==> src/rtl/uart_pkg.sv <==
// Shared UART definitions: receive-controller states, frame geometry and parity selectors.
package uart_pkg;

    typedef enum logic [1:0] {
        IDLE  = 2'd0,
        ARMED = 2'd1,
        CHECK = 2'd2
    } rx_ctrl_state_t;

    localparam int UART_OVERSAMPLE = 16;
    localparam int UART_FRAME_W    = 9;
    localparam bit PARITY_EVEN     = 1'b0;
    localparam bit PARITY_ODD      = 1'b1;

    function automatic logic frame_parity(input logic [UART_FRAME_W-1:0] frame);
        return ^frame;
    endfunction

endpackage

==> src/rtl/uart_sync_fifo.sv <==
// Single-clock first-word-fall-through FIFO with occupancy count; shared by the rx and tx paths.
module uart_sync_fifo
    import uart_pkg::*;
#(
    parameter int WIDTH = 8,
    parameter int DEPTH = 4
) (
    input  logic                     clk,
    input  logic                     rst,
    input  logic                     push,
    input  logic [WIDTH-1:0]         push_data,
    input  logic                     pop,
    output logic [WIDTH-1:0]         pop_data,
    output logic                     full,
    output logic                     empty,
    output logic [$clog2(DEPTH):0]   count
);
    localparam int AW = $clog2(DEPTH);

    logic [WIDTH-1:0] mem [DEPTH];
    logic [AW-1:0]    wr_ptr;
    logic [AW-1:0]    rd_ptr;
    logic             do_push;
    logic             do_pop;

    assign empty    = (count == '0);
    assign full     = (count == (AW+1)'(DEPTH));
    assign pop_data = mem[rd_ptr];
    assign do_pop   = pop & ~empty;
    // a pop in the same cycle frees the slot, so a full FIFO can still accept
    assign do_push  = push & (~full | do_pop);

    always_ff @(posedge clk or negedge rst) begin
        if (!rst) begin
            for (int i = 0; i < DEPTH; i++) mem[i] <= '0;
            wr_ptr <= '0;
            rd_ptr <= '0;
            count  <= '0;
        end else begin
            if (do_push) begin
                mem[wr_ptr] <= push_data;
                wr_ptr      <= wr_ptr + 1'b1;
            end
            if (do_pop) rd_ptr <= rd_ptr + 1'b1;
            case ({do_push, do_pop})
                2'b10:   count <= count + 1'b1;
                2'b01:   count <= count - 1'b1;
                default: count <= count;
            endcase
        end
    end

endmodule

==> src/rtl/uart_rx_controller.sv <==
// Sequences the oversampling UART receiver: baud divider, ready synchroniser, frame capture,
// parity check, sticky error flags and the byte FIFO toward the consumer.
module uart_rx_controller
    import uart_pkg::*;
#(
    parameter int CLK_DIV    = 27,
    parameter int FIFO_DEPTH = 4,
    parameter bit PARITY_ODD = 1'b0
) (
    input  logic                          clk,
    input  logic                          rst,
    input  logic                          en,
    output logic                          baud_tick,
    output logic                          rx_rst_n,
    input  logic [UART_FRAME_W-1:0]       rx_frame,
    input  logic                          rx_frame_ready,
    output logic [7:0]                    m_data,
    output logic                          m_valid,
    input  logic                          m_ready,
    output logic [$clog2(FIFO_DEPTH):0]   fifo_count,
    output logic                          parity_err,
    output logic                          overrun,
    input  logic                          err_clr
);
    // state | meaning
    // IDLE  | receiver held in reset, divider parked at 0
    // ARMED | receiver running, waiting for a completed frame
    // CHECK | one cycle: parity check and push/drop of frame_q
    localparam int                 DIV_W    = (CLK_DIV > 1) ? $clog2(CLK_DIV) : 1;
    localparam logic [DIV_W-1:0]   DIV_LAST = DIV_W'(CLK_DIV - 1);

    rx_ctrl_state_t          state;
    rx_ctrl_state_t          state_nxt;
    logic [DIV_W-1:0]        div_q;
    logic [2:0]              sync_q;
    logic [UART_FRAME_W-1:0] frame_q;
    logic                    rx_rst_q;
    logic                    parity_err_q;
    logic                    overrun_q;
    logic                    rise;
    logic                    in_check;
    logic                    par_ok;
    logic                    pop;
    logic                    push;
    logic                    fifo_full;
    logic                    fifo_empty;

    assign rise     = sync_q[1] & ~sync_q[2];
    assign in_check = (state == CHECK) & en;
    assign par_ok   = (frame_parity(frame_q) == PARITY_ODD);
    assign pop      = m_valid & m_ready;
    assign push     = in_check & par_ok & (~fifo_full | pop);

    always_comb begin
        state_nxt = state;
        case (state)
            IDLE:    if (en)   state_nxt = ARMED;
            ARMED:   if (rise) state_nxt = CHECK;
            CHECK:   state_nxt = ARMED;
            default: state_nxt = IDLE;
        endcase
        if (!en) state_nxt = IDLE;
    end

    always_ff @(posedge clk or negedge rst) begin
        if (!rst) begin
            state        <= IDLE;
            div_q        <= '0;
            sync_q       <= '0;
            frame_q      <= '0;
            rx_rst_q     <= 1'b0;
            parity_err_q <= 1'b0;
            overrun_q    <= 1'b0;
        end else begin
            state    <= state_nxt;
            sync_q   <= {sync_q[1:0], rx_frame_ready};
            rx_rst_q <= (state_nxt != IDLE);
            if (state == IDLE || div_q == DIV_LAST) div_q <= '0;
            else                                    div_q <= div_q + 1'b1;
            if (state == ARMED && rise && en) frame_q <= rx_frame;
            // a new error in the clearing cycle must not be lost
            parity_err_q <= (in_check & ~par_ok) | (parity_err_q & ~err_clr);
            overrun_q    <= (in_check & par_ok & fifo_full & ~pop) | (overrun_q & ~err_clr);
        end
    end

    assign rx_rst_n   = rx_rst_q;
    assign baud_tick  = rx_rst_q & en & (div_q == DIV_LAST);
    assign parity_err = parity_err_q;
    assign overrun    = overrun_q;
    assign m_valid    = ~fifo_empty;

    uart_sync_fifo #(
        .WIDTH (8),
        .DEPTH (FIFO_DEPTH)
    ) u_fifo (
        .clk       (clk),
        .rst       (rst),
        .push      (push),
        .push_data (frame_q[7:0]),
        .pop       (pop),
        .pop_data  (m_data),
        .full      (fifo_full),
        .empty     (fifo_empty),
        .count     (fifo_count)
    );

endmodule
==> config.mk <==
export PLATFORM = sky130hd
export DESIGN_NAME = uart_rx_controller
export DESIGN_NICKNAME = d
export VERILOG_FILES = /design/src/rtl/uart_pkg.sv /design/src/rtl/uart_sync_fifo.sv /design/src/rtl/uart_rx_controller.sv
export SDC_FILE = /design/constraint.sdc
export NUM_CORES = 1
export LEC_CHECK = 0
export ABC_CLOCK_PERIOD_IN_PS = 3100
export CORE_MARGIN = 2
export CORE_UTILIZATION = 40
export CTS_CLUSTER_SIZE = 25
export DETAILED_ROUTE_END_ITERATION = 16
export PLACE_DENSITY_LB_ADDON = 0.12
export SYNTH_ARGS = -nofsm -noshare
export SYNTH_HDL_FRONTEND = slang
export SYNTH_HIERARCHICAL = 1
export SYNTH_SLANG_ARGS = --single-unit
==> constraint.sdc <==
create_clock -name clk -period 3.1 [get_ports clk]
set_input_delay 0.62 -clock clk [delete_from_list [all_inputs] [get_ports clk]]
set_output_delay 0.62 -clock clk [all_outputs]
set_load 0.01 [all_outputs]
Word-level counts from Yosys, hierarchy flattened

Index checks and enable logic that the tools add are counted.

Bits of input ports: 15
Register bits after elaboration: 61
Output and inout bits: 16
Word-level logic and storage cells: 75

Multiplexer cells: 11
Reduce and logical (&&, ||, !) cells: 10
Eq/ne operators: 6
Magnitude comparators: 3
Add/subtract/negate cells: 5
Bitwise logic cells: 26

Operators with widths:

| kind                  | number |
|---|---|
| $bwmux W32            | 1 |
| $mux W8               | 3 |
| $bmux W8 S2           | 1 |
| $demux W8 S2          | 1 |
| $and A1 B1 Y1         | 14 |
| $reduce_xor A9 Y1     | 1 |
| $ge A3 B3 Y1 const B  | 2 |
| $not A1 Y1            | 6 |
| $not A2 Y3            | 2 |
| $pmux W3 S2           | 1 |
| $add A5 B1 Y5 const B | 1 |
| $eq A5 B5 Y1 const B  | 1 |
| $mux W5               | 1 |
| $add A2 B1 Y2 const B | 2 |
| $eq A2 B1 Y1 const B  | 2 |
| $eq A2 B2 Y1 const B  | 2 |
| $mux W2               | 2 |
| $or A1 B1 Y1          | 4 |
| $pmux W2 S2           | 1 |
| $reduce_bool A2 Y1    | 2 |
| $add A3 B1 Y3 const B | 1 |
| $eq A3 B3 Y1 const B  | 1 |
| $logic_and A1 B1 Y1   | 3 |
| $logic_not A3 Y1      | 1 |
| 5 further kinds       | 5 |

Longest topological paths before layout

Gate-level depths: netlist of the first run.

Word-level depth: 8
Mapped depth: 11
Mapped depth without buffers: 11

Modules after synthesis

Netlist of the first run, hierarchy kept.

By module, submodules not included:

| module             | area an instance (µm²) | instances | seq. area each (µm²) | cells an instance |
|---|---|---|---|---|
| uart_sync_fifo     | 1801.7                 | 1         | 975.9                | 115 |
| uart_rx_controller | 965.9                  | 1         | 550.5                | 71 |

Worst setup path after synthesis of the first run

No wires, ideal clock.

Kind: reg2reg
Start point: register frame_q[2]
End point: register u_fifo.count[2]
Stages on the path, launching flop included: 12
Buffers on the path: 0
Data required time: 2970 ps
Library setup time: 130 ps
Arrival: 2660 ps
Period minus slack after synthesis: 2790 ps
Path slack: 310 ps
Cells stage by stage: dfrtp_1 > xnor2_1 > xnor3_2 > xnor2_2 > nor4_2 > or2b_2 > ha_1 > inv_1 > fa_1 > xor2_1 > nor2_1 > xor2_1

Word-level cells in the longest chain between the ends: 7
Elaborated cells on any way between the ends: 9
Classes of those cells: 2 x eq/ne; 1 x mux; 4 x bitwise; 2 x reduce/logical

RTL lines:

| what                                                     | line                     | text |
|---|---|---|
| start, declared                                          | uart_rx_controller.sv:36 | `logic [UART_FRAME_W-1:0] frame_q;` |
| start signal, assigned                                   | uart_rx_controller.sv:80 | `if (state == ARMED && rise && en) frame_q <= rx_frame;` |
| $reduce_xor A9 Y1 (*)                                    | uart_pkg.sv:16           | `return ^frame;` |
| $not A1 Y1 (*)                                           | uart_rx_controller.sv:50 | `assign par_ok = (frame_parity(frame_q) == PARITY_ODD);` |
| $and A1 B1 Y1 (*) (2 in series)                          | uart_rx_controller.sv:52 | `assign push = in_check & par_ok & (~fifo_full \| pop);` |
| named net push                                           | uart_rx_controller.sv:44 | `logic push;` |
| $and A1 B1 Y1 (*)                                        | uart_sync_fifo.sv:31     | `assign do_push = push & (~full \| do_pop);` |
| $eq A2 B1 Y1 / $eq A2 B2 Y1 (equally long branches)      | uart_sync_fifo.sv:45     | `case ({do_push, do_pop})` |
| $pmux W3 S2 / $reduce_bool A2 Y1 (equally long branches) | --                       |  |
| end signal, assigned                                     | uart_sync_fifo.sv:46     | `2'b10: count <= count + 1'b1;` |
| end signal, assigned                                     | uart_sync_fifo.sv:47     | `2'b01: count <= count - 1'b1;` |
| end signal, assigned                                     | uart_sync_fifo.sv:48     | `default: count <= count;` |
| end, declared                                            | uart_sync_fifo.sv:16     | `output logic [$clog2(DEPTH):0] count` |

Mark *: on every way through the listed nets, which the timed path passes. The rest lies on a longest branch.
A chain may end at the register's enable or synchronous reset.

Worst setup path after layout of the first run

Start point: register frame_q[5]
End point: register u_fifo.count[2]

The elaborated chain is that of the path after synthesis.

==> impl_results.md, run 1 <==
* Status: finished clean
* Minimum clock period at 2850 ps
* Row cnt at 30
* RSZ-0062 raised after global routing: false
* Worst r2r src: frame_q[5]$_DFFE_PN0P_
* Routed vias/inst at 5.10
* Final slew viol count at 0
* N_diodes at 0
* Startpoint Class: flop
* VDD IR max at 0.000296 V
* Initial antenna violation count at 0
* Starting Density at 41.0%
* Worst Hold Path Cells at 0
* RR Endpoint: u_fifo/count[2]$_DFFE_PN0P_
* Filler cell count at 590
* Final GP Congestion at 0.698
* Setup TNS at 0 ps
* Vias in the first global route at 1734
* Arr. time, crit path at 3060 ps
* Comb pwr share at 29.1%
* Layout cell share with drive strength beyond 1 at 35.6%
* Synth Warn # at 6
* Core area at 6760 sq um
* Post CTS Setup Buffer Count at 0
* CTS clock-pin slew for the worst setup and hold paths at 70 ps
* Iter 0 DRT Violations at 76
* Register area at 1530 sq um
* Synth Area in XOR/XNOR at 6.83%
* Worst-Margin Slew at 767 ps
* Synth Area in Simple Gates at 7.01%
* Clock Tree Buf Depth at 2
* Period utilization at 91.8%
* Worst Hold Class: flop to flop
* Most common cell after layout, fill and taps aside: dfrtp_1
* DRC Markers at 0
* Final Hold Fails at 0
* Largest family of logic cells by synthesized area: multiplexers
* Switching share of total power at 30.4%
* Max cap viols at 0
* Post-synthesis sequential area ratio at 55.2%
* Pint at 1.86 mW
* Hpwl dp at 3750 um
* Compound-cell area share of the yosys netlist at 1.63%
* WP data required at 3320 ps
* Multiplexer area fraction after synthesis at 24.0%
* Port buffer count at 30
* CTS buffer count at 9
* Synthesized area per cell at 14.9 sq um
* Main synth FF type: dfrtp_1
* Number of hold buffers added after CTS at 0
* WL/cell at 17.2 um
* Root buffer cell: clkbuf_8
* Gr ovfl total at 0
* Largest net degree at the start of global routing at 62
* CP max FO at 6
* I/O pin count at 31
* Synth cell types at 32
* First-pass GRT wire length at 8580 um
* Worst setup path startpoint: frame_q[5]$_DFFE_PN0P_
* Count of state elements after synthesis at 61
* Mapped cell area at 2770 sq um
* Routed via count at 1627
* DRT Pass-1 Iters at 4
* Die ar. at 7600 sq um
* Detailed Route WL at 5490 um
* Hold endpoint: sync_q[1]$_DFF_PN0_
* Path depth of the worst reg2reg path at 11
* Clk pwr share at 28.5%
* Flop pwr share at 42.5%
* Post-synth ARST share at 100%
* GRT Util Overall at 15.6%
* CTS sink cnt at 61
* # setup viols final at 0
* Synthesis-to-finish area growth at 24.5%
* Cells after synthesis at 186
* Critical Path Sink Type: flop
* Post-synth EDFFs at 0
* Worst-skew pair later-pin latency at 340 ps
* Die height at 87.2 um
* Slew headroom at 48.9%
* Skew final at 8.07 ps
* TritonCTS clock tree: built
* # nets final at 257
* Hold Crit Start: sync_q[0]$_DFF_PN0_
* Htree depth at 3
* Commonest cells after routing, fill and taps aside: 61 x dfrtp_1, 40 x mux2_2, 29 x clkdlybuf4s50_1
* Switching pwr at 815 uW
* R2R Setup Slk at 250 ps
* Routed Antenna Nets at 0
* Max frequency at 0.351 GHz
* Multi-input gate area at 1210 sq um
* P_leak at 1.60 nW
* Post-Synth Adder-Cell Area at 3.89%
* Die width at 87.2 um
* Power Density at 777 nW/um^2
* Total chip power at 2.68 mW
* Crit path kind: flop to flop
* Syn_nets at 209
==> worst max-delay path by stage <==
stage | slack (ps) | end
2_1_floorplan | 310 | u_fifo/count[2]$_DFFE_PN0P_
3_3_place_gp | 100 | u_fifo/count[2]$_DFFE_PN0P_
3_5_place_dp | 70 | u_fifo/count[2]$_DFFE_PN0P_
4_1_cts | 70 | u_fifo/count[2]$_DFFE_PN0P_
5_1_grt | 50 | u_fifo/count[2]$_DFFE_PN0P_
6_report | 250 | u_fifo/count[2]$_DFFE_PN0P_
==> area by class of cell <==
type                    instances  area share (%)
well taps                      80            2.90
flip-flops and latches         61            44.3
repair buffers                 39            10.5
clock buffers                  10            3.70
clock inverters                 6            2.54
inverters                       9           0.980
multi-input cells             114            35.0
==> state kept, by name, indices dropped and copies added (netlist names) <==
signal and cells:
u_fifo/count 3, parity_err 1, u_fifo/rd_ptr 2, overrun 1
state 2, frame_q 9, rx_rst_n 1, div_q 5
u_fifo/wr_ptr 2, sync_q 3, u_fifo/mem 32
==> per-stage QoR <==
step	std cells	hold slack [ps]	setup WS (ps)	util, %	area [sq um]
3_5_place_dp	303	336	66.0	47.7	3220
3_3_place_gp	303	343	103	47.7	3220
4_1_cts	319	361	66.2	50.9	3440
6_report	319	361	254	51.0	3450
2_1_floorplan	186	324	310	-	2770
5_1_grt	319	366	52.8	51.0	3450
==> power by group through the flow <==
stage	sequential (mW)	combinational, mW	clock [mW]
after floorplan	1.08	0.572	0
after global placement	1.13	0.755	0
after detailed placement	1.15	0.780	0
after CTS	1.14	0.784	0.784
after global routing	1.17	0.849	0.815
final	1.14	0.778	0.762
==> per-layer routing <==
| metal | share of wire [%] | global-route usage (%) |
|---|---|---|
| met1 | 43 | 18.7 |
| met3 | 3.8 | 5.97 |
| met2 | 52 | 26.1 |
| met4 | 1.4 | 5.03 |
| met5 | 0 | 0 |
==> cell families after synthesis <==
logic type / Yosys count
fa+ha+maj: 8
buf+inv: 11
compound gates: 6
flops: 61
mux: 51
simple gates: 33
xor+xnor: 16
==> critical path: stages, from the launching register on <==
cell and delay (ps):
dfrtp_1 450, xnor2_1 190, xnor3_2 470, xnor2_2 190, nor4_4 250, or2b_2 370, ha_1 230, inv_1 70
fa_1 170, xor2_1 140, nor2_1 60, xor2_1 140
==> cell usage after synthesis (2+ instances only) <==
| master | number | area share (%) |
|---|---|---|
| xnor2_1 | 6 | 1.9 |
| nand3_1 | 2 | 0.36 |
| dfrtp_1 | 61 | 55 |
| xnor2_2 | 2 | 1.2 |
| nor2_1 | 8 | 1.1 |
| nand4b_1 | 2 | 0.63 |
| mux2_2 | 40 | 16 |
| ha_1 | 7 | 3.2 |
| inv_1 | 9 | 1.2 |
| o21ai_0 | 2 | 0.36 |
| xor2_1 | 6 | 1.9 |
| nor2b_1 | 3 | 0.68 |
| mux4_2 | 8 | 6.5 |
| nor2_2 | 4 | 0.90 |
| mux2_1 | 2 | 0.81 |
| nand2_1 | 8 | 1.1 |
==> timing repair <==
action	CTS	global route
resized for setup	0	1
endpoints found under the hold margin	0	0
endpoints found under the setup margin	0	2
Note: power is estimated with default switching activity, not from simulation.
==> run 2, diff against run 1 <==
- CTS_CLUSTER_DIAMETER: default -> 150
==> results of run 2 <==
No change in the layout: final DEF, timing and power equal those of run 1.
